$ cat config.mk
export PLATFORM = sky130hd
export DESIGN_NAME = pc_sequencer
export DESIGN_NICKNAME = d
export VERILOG_FILES = /design/src/rtl/pc_sequencer.sv
export SDC_FILE = /design/constraint.sdc
export NUM_CORES = 1
export LEC_CHECK = 0
export CORE_MARGIN = 2
export CORE_UTILIZATION = 36
export CTS_CLUSTER_SIZE = 10
export DETAILED_ROUTE_END_ITERATION = 8
export PLACE_DENSITY_LB_ADDON = 0.1
export SLEW_MARGIN = 20
export SYNTH_ARGS = -nofsm -noshare
export SYNTH_HDL_FRONTEND = slang
export SYNTH_SLANG_ARGS = --single-unit
$ cat constraint.sdc
create_clock -name clock -period 4.6 [get_ports clock]
set_input_delay 0.92 -clock clock [delete_from_list [all_inputs] [get_ports clock]]
set_output_delay 0.92 -clock clock [all_outputs]
set_load 0.005 [all_outputs]
$ cat src/rtl/pc_sequencer.sv
// rtl/pc_sequencer.sv - fetch-stage PC sequencer with circular return-address stack
// Optional retired-cycle counter compiled in with PERF_COUNT_EN.
module pc_sequencer #(
  parameter int              PC_W      = 8,
  parameter int              RAS_DEPTH = 4,
  parameter logic [PC_W-1:0] RESET_PC  = '0,
  parameter int              CNT_W     = 16
) (
  input  logic            clock,
  input  logic            reset_n_i,
  input  logic            stall_i,
  input  logic            branch_i,
  input  logic            call_i,
  input  logic            ret_i,
  input  logic [PC_W-1:0] target_i,
  output logic [PC_W-1:0] pc_o,
  output logic            ras_empty_o,
  output logic            ras_full_o,
  output logic            ras_err_o
`ifdef PERF_COUNT_EN
  ,
  output logic [CNT_W-1:0] retired_o
`endif
);

  localparam int             PTR_W    = $clog2(RAS_DEPTH);
  localparam logic [PTR_W:0] FULL_CNT = (PTR_W+1)'(RAS_DEPTH);

  logic [PC_W-1:0]  r_pc;
  logic [PTR_W-1:0] r_ptr;
  logic [PTR_W:0]   r_cnt;
  logic             r_err;
  logic [PC_W-1:0]  r_ras [RAS_DEPTH];

  logic [PC_W-1:0]  w_pc_inc;
  logic [PTR_W-1:0] w_ptr_dec;
  logic             w_empty;
  logic             w_full;
  logic [PC_W-1:0]  w_pc_nxt;
  logic [PTR_W-1:0] w_ptr_nxt;
  logic [PTR_W:0]   w_cnt_nxt;
  logic             w_err_nxt;
  logic             w_push;

  assign w_pc_inc  = r_pc + PC_W'(1);
  assign w_ptr_dec = r_ptr - PTR_W'(1);
  assign w_empty   = (r_cnt == '0);
  assign w_full    = (r_cnt == FULL_CNT);

  // One action per cycle: stall > ret > call > branch > sequential.
  always_comb begin
    w_pc_nxt  = r_pc;
    w_ptr_nxt = r_ptr;
    w_cnt_nxt = r_cnt;
    w_err_nxt = r_err;
    w_push    = 1'b0;
    if (!stall_i) begin
      if (ret_i) begin
        if (w_empty) begin
          w_pc_nxt  = w_pc_inc;
          w_err_nxt = 1'b1;
        end else begin
          w_pc_nxt  = r_ras[w_ptr_dec];
          w_ptr_nxt = w_ptr_dec;
          w_cnt_nxt = r_cnt - (PTR_W+1)'(1);
        end
      end else if (call_i) begin
        w_push    = 1'b1;
        w_ptr_nxt = r_ptr + PTR_W'(1);
        w_pc_nxt  = target_i;
        // A full stack silently drops its oldest entry; only the flag records it.
        if (w_full) begin
          w_err_nxt = 1'b1;
        end else begin
          w_cnt_nxt = r_cnt + (PTR_W+1)'(1);
        end
      end else if (branch_i) begin
        w_pc_nxt = target_i;
      end else begin
        w_pc_nxt = w_pc_inc;
      end
    end
  end

  always_ff @(posedge clock or negedge reset_n_i) begin
    if (!reset_n_i) begin
      r_pc  <= RESET_PC;
      r_ptr <= '0;
      r_cnt <= '0;
      r_err <= 1'b0;
    end else begin
      r_pc  <= w_pc_nxt;
      r_ptr <= w_ptr_nxt;
      r_cnt <= w_cnt_nxt;
      r_err <= w_err_nxt;
    end
  end

  // Entry contents need no reset; count and pointer gate every read.
  always_ff @(posedge clock) begin
    if (w_push) begin
      r_ras[r_ptr] <= w_pc_inc;
    end
  end

`ifdef PERF_COUNT_EN
  logic [CNT_W-1:0] r_retired;

  always_ff @(posedge clock or negedge reset_n_i) begin
    if (!reset_n_i) begin
      r_retired <= '0;
    end else if (!stall_i && (r_retired != '1)) begin
      r_retired <= r_retired + CNT_W'(1);
    end
  end

  assign retired_o = r_retired;
`endif

  assign pc_o        = r_pc;
  assign ras_empty_o = w_empty;
  assign ras_full_o  = w_full;
  assign ras_err_o   = r_err;

endmodule

* Yosys cells after proc, flatten, opt, wreduce, memory -nomap -nowiden
Memories as Yosys holds them, arrays and structs flattened.
Cells that the tools add are included.
** Word-level totals
- Bits in latches :: 0
- Logic and storage cells :: 41
- RAM bits :: 32
- Output and inout port bits :: 11
- Memories :: 1
- Register bits :: 14
- Bits of input ports :: 14
- Memory bits (read-only) :: 0
** Operators by class
- Add/subtract/negate cells :: 5
- Div/mod/pow operators :: 0
- Muxes and demuxes :: 20
- Reductions and logical operators :: 6
- $lt $le $gt $ge :: 0
- Bitwise gates (word level) :: 1
- Shift-type cells :: 0
- Equality and inequality tests :: 4
- Multipliers :: 0
** Memories
- r_ras :: depth 4, width 8, rd ports 1, clocked after memory_dff 0, wr ports 1, RTL line 33 : logic [PC_W-1:0] r_ras [RAS_DEPTH];
** Operator list (count)
- 2-to-1 mux 8 bit :: 4
- 2-to-1 mux 3 bit :: 4
- 2-to-1 mux 1 bit :: 9
- adder 8 x 1 -> 8 bit (second input constant) :: 1
- AND reduction 4 bit :: 2
- 2-to-1 mux 2 bit :: 3
- inequality test 2 bit (second input constant) :: 2
- nonzero test 2 bit :: 2
- adder 3 x 1 -> 3 bit (second input constant) :: 1
- == test 3 bit (second input constant) :: 1
- logical NOT 3 bit :: 1
- AND reduction 3 bit :: 1
- subtractor 3 x 1 -> 3 bit (second input constant) :: 1
- adder 2 x 1 -> 2 bit (second input constant) :: 1
- inequality test 2 x 1 -> 1 bit (second input constant) :: 1
- subtractor 2 x 1 -> 2 bit (second input constant) :: 1
- NOT 1 bit :: 1

* Logic depth before layout (Yosys ltp)
- Word-level depth :: 5
- Depth in mapped cells :: 8
- Gate-level depth less buffers :: 6

* Worst setup path after synthesis
Ideal clock, no wire load.
- Path kind :: input to register
- Start :: input port ret_i
- End :: register r_cnt[2]
- Cell stages on the path :: 7
- Setup time :: 79 ps
- Arrival :: 2161 ps
- Setup slack :: 2360 ps
- Data required time :: 4521 ps
- Buffers on the path :: 1
- Cell sequence :: buf_2 inv_1 fa_1 xnor2_1 nand2_1 nor3_1 xor2_1
** Between the ends
- Longest elaborated chain between the ends :: 2
- Elaborated cells between the ends (all ways) :: 5
- Classes of those cells :: eq/ne: 2; mux: 1; reduce/logical: 2
** Ends and longest elaborated chain
- from (decl) :: RTL line 14 : input logic ret_i,
- inequality test 2 bit (no source line) / nonzero test 2 bit (equally long branches)
- AND reduction 4 bit (no source line)
- to (signal assigned) :: RTL line 94 : r_cnt <= w_cnt_nxt;
- to (decl) :: RTL line 31 : logic [PTR_W:0] r_cnt;
Several ways; a longest one is shown, not always the timed one.
A chain may end at the register's enable or synchronous reset.

* Worst setup path after layout
Same ends and word-level chain as after synthesis.

==> key figures <==
Cells and area
  • Ant diodes: 0
  • Nets@finish: 200
  • Post-Layout Cell Count: 256
  • Final instance area: roughly 2600 um2
  • Area grow syn2layout: 18.4%
  • Final core area utilization: 44.3%
  • Layout cells sized above 1: approximately a tenth
  • Most common cell after layout, fill and taps aside: edfxtp_1
  • Most frequent cells in the layout: 32 x edfxtp_1, 24 x clkdlybuf4s50_1, 14 x dfrtp_1, 11 x inv_1

STA
  • Final Hold Slack: ~0.48 ns
  • Fin. max-slew vios: 0
  • Worst setup margin: just under 2 ns
  • Relative slew margins: 53.6%
  • Fin crit period: around 2.7 ns
  • Hold Fails Final Rpt: 0
  • Fin Clk Skew: around 0.0054 ns
  • Final period utilization: roughly 58%
  • Endpoints failing setup: 0
  • RSZ-0062 raised after global routing: false
  • Setup TNS: 0 ns
  • Fmax: roughly 380 MHz
  • Tightest Pin Transition: slightly below 0.7 ns

Setup path
  • Worst Path Required: between 4 and 5 ns
  • RR Startpoint: r_ptr[0]
  • FF-to-FF End: pc_o[6]
  • CP arrival: approximately 2.9 ns
  • Maximum fanout along the worst path: 11
  • R2R setup slack: around 2.1 ns
  • Reg2Reg Depth: 6
  • Worst setup path class: input port to flop
  • Worst path top cell family by delay: buffers and inverters
  • Crit-path cells: clkdlybuf4s50_1, inv_1, fa_1, xnor2_1, nand2_1, nor3_1, xor2_1
  • CP peak stage delay: ~0.74 ns
  • Number of buffers and inverters on the critical path: 2
  • Worst setup EP type: flop
  • Critical Path Start Type: input port
  • Worst path slowest cell: clkdlybuf4s50_1

Yosys
  • Synth cell types: 43
  • Synth warn: 0
  • Syn_area_per_cell: ~14 um2
  • FF+latch count, synth: between 40 and 50
  • Syn Nets: approximately 180
  • Mapped Area: ~2200 um2
  • Cells after synthesis: roughly 160
  • Post-synthesis sequential area ratio: roughly three fifths

Route
  • Wire per inst: about 19 um
  • Initial DRC count: 86
  • DR vias: 1361
  • Routed WL: 4.86 mm
  • DRC: 0
  • Via density: ~5.3
  • Antenna Violating Nets Remaining: 0
  • Drt pass-1 iters: 4

Pwr
  • Clock share of power: about a fifth
  • Pint: between 1 and 1.5 mW
  • NetSw: between 0.5 and 0.6 mW
  • Peak supply drop: between 0.2 and 0.25 mV
  • Total chip power: about 1.6 mW
  • Power Density: 593 nW/um2
  • Combinational power share: 36.0%
  • Seq pwr share: about 45%
  • Leak Pwr: between 0.9 and 1 nW
  • Sw Share: 33.8%

Flow run
  • Max_cap viols: 0

Min path
  • Worst Hold Class: flop to flop
  • Hold path cells: 1
  • HP Start: ras_err_o
  • Min-Delay Endpoint: ras_err_o

Place
  • Buffers on Ports: 24
  • Placed cell areas: roughly 2500 um2
  • Placed insts: between 200 and 250
  • Place WS: approximately 1.6 ns
  • Placer Congestion: around 0.81
  • HPWL after DPL: 3.45 mm

Die
  • Chip height: 82.5 um
  • Cell Rows: 28
  • Die width: approximately 80 um
  • Core Region: between 5000 and 6000 um2
  • IO Count: 25
  • Die area: 6800 um2
  • Starting Density: 37.4%

Clock network
  • Cts hold-fix bufs: 0
  • CTS sink count: 46
  • TritonCTS clock tree: built
  • Cts bufs inserted: 5
  • Htree depth: 2
  • Cts repair resizes: 0
  • Root Driver: clkbuf_8
  • Clock slew at reported path FFs: ~0.090 ns
  • Clock Latency Late Sink: ~0.30 ns
  • Clock Path Buffers: 2
  • Number of setup buffers added after CTS: 0

Status
  • Status: complete, no violations

Global routing
  • Initial antenna violation count: 0
  • Total GRT Usage: about 16%
  • Vias in the first global route: between 1000 and 1500
  • First-pass GRT wire length: about 7.6 mm
  • Total congestion overflow: 0
  • Largest net degree at the start of global routing: 26
synth_stat cells:
cell type  count  area share (%)
a211o_1        1            0.40
a21boi_0       1            0.34
a21o_1         1            0.34
a21oi_1        8             1.8
a221o_1        1            0.45
a221oi_1       2            0.79
a222oi_1       3             1.4
a31o_1         2            0.79
a31o_2         1            0.40
a31oi_1        1            0.28
and2_1         4             1.1
and3_1         2            0.56
buf_2          2            0.45
buf_6          2             1.0
clkbuf_1       3            0.51
dfrtp_1       14              16
edfxtp_1      32              43
fa_1           1            0.90
ha_1           5             2.8
inv_1         11             1.9
mux2i_1        2            0.90
mux4_1         5             5.9
mux4_2         3             3.0
nand2_1        7             1.2
nand2b_1       1            0.28
nand3_1        6             1.4
nor2_1         2            0.34
nor3_1         2            0.45
nor3_2         1            0.45
nor3b_1        2            0.68
nor4_1         1            0.28
o21a_1         1            0.34
o21ai_0        6             1.4
o21ai_1        1            0.23
o21ba_2        1            0.45
o22ai_1        2            0.56
o311ai_0       1            0.40
o31a_2         1            0.45
o31ai_4        1            0.96
o41ai_1        1            0.40
or4b_4         1            0.62
xnor2_1        8             3.2
xor2_1         2            0.79
how the worst max path moves through the flow:
stage,from,to,cells after the start
final,ret_i,r_cnt[2],7
after global routing,ret_i,r_cnt[2],7
after CTS,ret_i,r_cnt[2],7
after detailed placement,ret_i,r_cnt[2],7
after global placement,ret_i,r_ras[3][7],3
after floorplan,ret_i,r_cnt[2],7
state kept, by name (all words and copies together) (netlist names):
name / cells
pc_o: 8
r_cnt: 3
r_ptr: 2
r_ras: 32
ras_err_o: 1
cell type report:
cell class	count	area, um2
Fill cell	543	3300
Sequential cell	46	1310
Multi-Input combinational cell	91	820
Timing Repair Buffer	25	248
Tap cell	75	93.8
Clock buffer	6	72.6
Inverter	11	41.3
Clock inverter	2	37.5
kinds of logic (layout without fill, tap and decap cells):
| logic type | after synthesis | count (layout) | synth area share [%] |
|---|---|---|---|
| buffers and inverters | 18 | 44 | 3.84 |
| and+or+nand+nor | 29 | 29 | 7.34 |
| adders and majority gates | 6 | 6 | 3.73 |
| muxes | 10 | 10 | 9.88 |
| DFF | 46 | 46 | 59.2 |
| AOI/OAI and AO/OA | 36 | 36 | 12.1 |
| xor gates and xnor gates | 10 | 10 | 3.95 |
worst reg2reg max path, cell delays in order, from the launching register on:
cell      delay (ns)
dfrtp_1         0.76
inv_1           0.15
ha_1            0.57
mux4_2          0.38
a221oi_1        0.25
a21oi_1         0.07
a31o_1          0.19
metal layers:
layer | vias up | share of wire (%) | global-route usage, % | wire, um
li1 | 647 | - | - | -
met1 | 679 | 48 | 21.9 | 2340
met2 | 31 | 47 | 24.4 | 2280
met3 | 4 | 4.0 | 3.59 | 194
met4 | 0 | 0.95 | 5.00 | 46
met5 | - | 0 | 0 | 0
power groups by stage:
stage               Combinational [mW]  Sequential [mW]  Clock (mW)
floorplan                        0.397            0.650           0
global placement                 0.563            0.705           0
detailed placement               0.564            0.705           0
CTS                              0.568            0.698       0.306
global route                     0.615            0.711       0.324
finish                           0.561            0.697       0.298
(Power assumes the default switching activity.)
